### src/rtl/vmem_port_arbiter.sv
// Round-robin, work-conserving share of memory_slice port 0 among NREQ requesters.
// An in-order tag FIFO remembers who issued each read so responses route back to that requester.
module vmem_port_arbiter #(
    parameter int NREQ      = 4,
    parameter int AW        = 12,
    parameter int DW        = 32,
    parameter int TAG_DEPTH = 4
) (
    input  logic                           clk,
    input  logic                           reset_n,
    input  logic [NREQ*AW-1:0]             req_addr,
    input  logic [NREQ*DW-1:0]             req_data,
    input  logic [NREQ-1:0]                req_we,
    input  logic [NREQ-1:0]                req_valid,
    output logic [NREQ-1:0]                req_ready,
    output logic [DW-1:0]                  rsp_data,
    output logic [AW-1:0]                  rsp_addr,
    output logic [NREQ-1:0]                rsp_valid,
    input  logic [NREQ-1:0]                rsp_ready,
    output logic [AW-1:0]                  m_addr,
    output logic [DW-1:0]                  m_data,
    output logic                           m_we,
    output logic                           m_valid,
    input  logic                           m_ready,
    input  logic [AW-1:0]                  s_addr,
    input  logic [DW-1:0]                  s_data,
    input  logic                           s_valid,
    output logic                           s_ready,
    output logic [$clog2(TAG_DEPTH+1)-1:0] outstanding,
    output logic                           err_orphan
);
    localparam int IW = $clog2(NREQ);
    localparam int PW = $clog2(TAG_DEPTH);
    localparam int CW = $clog2(TAG_DEPTH+1);

    logic [IW-1:0] rr_ptr_q, rr_ptr_d;
    logic [IW-1:0] tag_mem_q [TAG_DEPTH];
    logic [IW-1:0] tag_mem_d [TAG_DEPTH];
    logic [PW-1:0] wr_ptr_q, wr_ptr_d;
    logic [PW-1:0] rd_ptr_q, rd_ptr_d;
    logic [CW-1:0] cnt_q, cnt_d;
    logic          err_orphan_q, err_orphan_d;

    logic [AW-1:0]   addr_a [NREQ];
    logic [DW-1:0]   data_a [NREQ];
    logic [NREQ-1:0] elig;
    logic [IW-1:0]   gnt_idx;
    logic [IW-1:0]   head;
    logic            gnt_any;
    logic            tag_full;
    logic            tag_empty;
    logic            accept;
    logic            push;
    logic            pop;

    assign tag_empty = (cnt_q == '0);
    assign tag_full  = (cnt_q == CW'(TAG_DEPTH));
    assign head      = tag_mem_q[rd_ptr_q];

    // Full tag FIFO only holds back reads; eligibility never looks at s_valid.
    for (genvar k = 0; k < NREQ; k++) begin : g_req
        assign addr_a[k] = req_addr[k*AW +: AW];
        assign data_a[k] = req_data[k*DW +: DW];
        assign elig[k]   = req_valid[k] && (req_we[k] || !tag_full);
    end

    always_comb begin
        logic [IW:0] k;
        gnt_any = 1'b0;
        gnt_idx = '0;
        k       = '0;
        for (int i = 0; i < NREQ; i++) begin
            k = {1'b0, rr_ptr_q} + (IW+1)'(i);
            if (k >= (IW+1)'(NREQ)) k = k - (IW+1)'(NREQ);
            if (!gnt_any && elig[k[IW-1:0]]) begin
                gnt_any = 1'b1;
                gnt_idx = k[IW-1:0];
            end
        end
    end

    always_comb begin
        m_valid   = reset_n && gnt_any;
        m_addr    = addr_a[gnt_idx];
        m_data    = data_a[gnt_idx];
        m_we      = req_we[gnt_idx];
        req_ready = '0;
        if (m_valid) req_ready[gnt_idx] = m_ready;
        rsp_valid = '0;
        if (reset_n && s_valid && !tag_empty) rsp_valid[head] = 1'b1;
        // With no tag pending, responses are orphans and are swallowed.
        s_ready     = reset_n && (tag_empty || rsp_ready[head]);
        rsp_data    = s_data;
        rsp_addr    = s_addr;
        outstanding = cnt_q;
        err_orphan  = err_orphan_q;
    end

    assign accept = m_valid && m_ready;
    assign push   = accept && !m_we;
    assign pop    = s_valid && s_ready && !tag_empty;

    always_comb begin
        rr_ptr_d = rr_ptr_q;
        if (accept) rr_ptr_d = (gnt_idx == IW'(NREQ-1)) ? '0 : gnt_idx + IW'(1);
        tag_mem_d = tag_mem_q;
        if (push) tag_mem_d[wr_ptr_q] = gnt_idx;
        wr_ptr_d     = wr_ptr_q + PW'(push);
        rd_ptr_d     = rd_ptr_q + PW'(pop);
        cnt_d        = cnt_q + CW'(push) - CW'(pop);
        err_orphan_d = err_orphan_q | (s_valid && tag_empty);
    end

    always_ff @(posedge clk or negedge reset_n) begin
        if (!reset_n) begin
            rr_ptr_q     <= '0;
            wr_ptr_q     <= '0;
            rd_ptr_q     <= '0;
            cnt_q        <= '0;
            err_orphan_q <= 1'b0;
            for (int i = 0; i < TAG_DEPTH; i++) tag_mem_q[i] <= '0;
        end else begin
            rr_ptr_q     <= rr_ptr_d;
            wr_ptr_q     <= wr_ptr_d;
            rd_ptr_q     <= rd_ptr_d;
            cnt_q        <= cnt_d;
            err_orphan_q <= err_orphan_d;
            tag_mem_q    <= tag_mem_d;
        end
    end
endmodule

### config.mk
export PLATFORM = sky130hd
export DESIGN_NAME = vmem_port_arbiter
export DESIGN_NICKNAME = d
export VERILOG_FILES = /design/src/rtl/vmem_port_arbiter.sv
export SDC_FILE = /design/constraint.sdc
export NUM_CORES = 1
export LEC_CHECK = 0
export CAP_MARGIN = 30
export CORE_AREA = 2 2 131 133
export DETAILED_ROUTE_END_ITERATION = 12
export DIE_AREA = 0 0 133 135
export DONT_BUFFER_PORTS = 1
export GPL_TIMING_DRIVEN = 0
export MAX_ROUTING_LAYER = met4
export PLACE_DENSITY = 0.39
export SLEW_MARGIN = 15
export SYNTH_ARGS = -nofsm -noshare
export SYNTH_HDL_FRONTEND = slang
export SYNTH_SLANG_ARGS = --single-unit
### constraint.sdc
create_clock -name clk -period 3.9 [get_ports clk]
set_input_delay 0.78 -clock clk [delete_from_list [all_inputs] [get_ports clk]]
set_output_delay 0.78 -clock clk [all_outputs]
set_load 0.05 [all_outputs]
==> flow_summary.toml <==
[cells_and_area]
final_net_count = 731
stdcell_count = 705
diodes = 0
area_delta_synth_final_pct = 58.4
fill_cells = 1770
finish.instance_area_sq_mm = 0.00467
drive_gt1_frac = 0.452

[timing]
max_freq_ghz = 0.259
setup_viol = 0
fin_crit_sh = 0.990
fin_skew_ns = 0.00630
finalHoldViolCount = 0
rsz0062_at_grt = "true"
worst_slew_pin_slew_ns = 0.898
setup_slack_ns = 0.0381
fin_crit_ns = 3.86
final-max-slew-violation-count = 0
maxSlewHeadroom = 0.399

[yosys]
yosysWarnings = 0
synth-edff-count = 0
ys_ff_latch = 18
synth_area_sq_mm = 0.00295
ys.flop_type = "dfrtp_1"
syn_avg_cell_area_sq_um = 6.42
syn_inst = 459
synth_fp_nets = 704
yosysSeqAreaShare = 0.153
synth_cell_type_count = 46
ys_async_sr_fraction = 1.00

[global_routing]
gr-usage-met3 = 0.0218
use_met1 = 0.168
grt_max_degree = 22
grt_pass1_wl_mm = 19.7
gr-max-usage-layer = "met2"
first_global_vias = 3506
grt_use_total = 0.143
antenna_found_initial = 0
gr-total-overflow = 0
use_met2 = 0.262

[setup_path]
worstPathRequired_ns = 3.12
crit_type = "reg2out"
crit_path_max_incr_delay_ns = 0.59
cp_num_buf_inv = 5
crit_fanout = 7
cp.arrival_ns = 3.08
path_cells = "buf_6 -> or4b_4 -> a211oi_4 -> a211oi_4 -> buf_6 -> clkinv_8 -> clkbuf_16 -> clkbuf_16 -> nand2_2 -> and3_4 -> a31oi_4"
start_kind = "flop"
regToRegSetupSlack_ns = 0.22
crit_slowest_cell = "or4b_4"
cp-end-kind = "primary output"
critical-path-top-delay-family = "simple AND/OR/NAND/NOR gates"
timing.rr.end = "outstanding[2]$_DFF_PN0_"
rr_worst_depth = 12
reg2reg_from = "outstanding[1]$_DFF_PN0_"

[power]
power_density_mw_per_mm2 = 1100
ir_worst_vdd_mv = 0.506
leakagePower_uw = 0.00189

[place]
pre_cts_slack_ns = -0.997
io_buffers = 0
gp_congestion = 0.765
dpl_cell_area_sq_mm = 0.00352
place_inst = 686
dp_hpwl_mm = 11.4

[routing]
via_per_inst = 4.85
wire_per_inst_um = 20.5
drt_iter0_drc = 108
drtPass1Iterations = 4
wirelength_mm = 14.4
route.detailed.drc = 0
ant_nets = 0
vias = 3420

[clock_tree]
cts_sinks = 18
cts.clk_slew.worst_paths_ns = 0.06
h-tree-depth = 1
clockBufferDepth = 2
cts_buffers = 3
cts_hold_buf = 0
cts_tree = "done"
cts-root-buf = "clkbuf_16"
clock_latency_ns = 0.25

[floorplan]
die_h_um = 135
fp-row-count = 47
io_pins = 339
die_area_sq_mm = 0.0180
die_w_um = 133
start_util = 0.180
core_area_sq_mm = 0.0164

[run_status]
status = "completed"

[min_path]
hp-class = "in2async"

[job]
drv_cap = 0
registers in the layout, indices dropped and copies added (netlist names):
| name | count |
|---|---|
| outstanding | 3 |
| rr_ptr_q | 2 |
| wr_ptr_q | 2 |
| err_orphan | 1 |
| tag_mem_q | 8 |
| rd_ptr_q | 2 |
worst max path at each step:
| stage | start | depth (start not counted) | slack, ns | end |
|---|---|---|---|---|
| 6_report | outstanding[1]$_DFF_PN0_ | 11 | 0.04 | m_data[1] |
| 3_3_place_gp | outstanding[1]$_DFF_PN0_ | 8 | -1.19 | m_data[31] |
| 4_1_cts | outstanding[1]$_DFF_PN0_ | 12 | 0.0003 | m_data[29] |
| 2_1_floorplan | outstanding[1]$_DFF_PN0_ | 9 | -0.13 | m_data[26] |
| 5_1_grt | outstanding[1]$_DFF_PN0_ | 10 | -0.03 | m_data[24] |
| 3_5_place_dp | outstanding[1]$_DFF_PN0_ | 8 | -1.0 | m_data[19] |
kinds of logic after synthesis:
group                      after synthesis  share of synthesized area
DFF                                     18                      0.153
xor gates and xnor gates                 4                     0.0119
and+or+nand+nor                        261                      0.402
adders and majority gates                9                     0.0408
buffers and inverters                   84                      0.166
muxes                                   10                     0.0497
AOI/OAI and AO/OA                       73                      0.177
through the flow:
step	hold slack [ns]	TNS, ns	util	power, uW
after global placement	0.471	-36.74	0.211	3760
after detailed placement	0.481	-35.83	0.215	3850
after floorplan	0.459	-0.916	-	3240
after global routing	0.209	-0.359	0.285	5410
after CTS	0.212	0	0.254	4680
final	0.216	0	0.285	5140
metal layers:
metal,wire length [um],part of all wire,vias up
met4,106,0.0073,0
met2,7750,0.54,201
met1,5680,0.39,1623
met5,0,0,-
li1,-,-,1590
met3,884,0.061,6
cell type report:
class	instances	area [sq um]	area share
Tap cell	220	275	0.0590
Multi-Input combinational cell	357	2930	0.628
Clock buffer	4	88.8	0.0190
Sequential cell	18	454	0.0973
Buffer	74	627	0.134
Timing Repair Buffer	23	246	0.0528
Inverter	9	46.3	0.00992
what timing repair did:
action                     CTS  global route
cloned                       0             4
gates resized for setup    106           100
pin swaps                   15            29
setup buffers                8             5
setup endpoints to repair   51            49
synthesized netlist by cell type (2+ instances only):
master	number	share of area
a2111oi_2	2	0.010
ha_1	8	0.034
clkbuf_1	23	0.029
nor2_1	8	0.010
inv_2	2	0.0025
dfrtp_1	18	0.15
a211oi_2	2	0.0085
xor2_1	3	0.0089
o21ai_1	3	0.0051
mux4_2	3	0.023
a31oi_1	45	0.096
a41oi_1	2	0.0059
buf_2	7	0.012
nor2b_1	3	0.0064
and3_1	45	0.096
nand2_1	189	0.24
a21o_1	2	0.0051
a2bb2oi_1	2	0.0059
buf_4	44	0.11
and2_1	5	0.011
o211ai_1	2	0.0051
a2111oi_1	2	0.0068
or4b_1	2	0.0068
a211oi_1	2	0.0051
nand2b_1	2	0.0042
inv_1	7	0.0089
mux2_1	7	0.027
worst reg2reg max path: cells and delay by family (launching register included):
| family | cells | cell delay (ns) |
|---|---|---|
| AO/OA/AOI/OAI | 3 | 0.99 |
| adder cells (fa/ha/maj) | 3 | 0.84 |
| AND/OR/NAND/NOR | 2 | 0.69 |
| flip-flops | 1 | 0.52 |
| XOR/XNOR | 2 | 0.28 |
| buffers and inverters | 2 | 0.22 |
layout by cell type, fill, tap and decap left out, types with 3 or more instances in the layout:
cell type,count
nand2_1,175
buf_4,69
a31oi_4,40
and3_4,38
dfrtp_1,15
nand2_2,12
ha_1,8
and3_1,7
inv_1,7
mux2_1,7
clkbuf_16,7
nor2_1,6
clkbuf_4,5
clkbuf_2,5
a31oi_1,5
buf_6,4
buf_12,4
nor2b_1,3
buf_8,3
mux4_2,3
xor2_1,3
o21ai_1,3
dfrtp_2,3
report_power, final:
group	switching [uW]	total [uW]	internal (uW)
sequential	169	452	283
combinational	2960	4450	1500
clock	77.3	234	156
No activity file was read; power rests on OpenSTA's default activity.
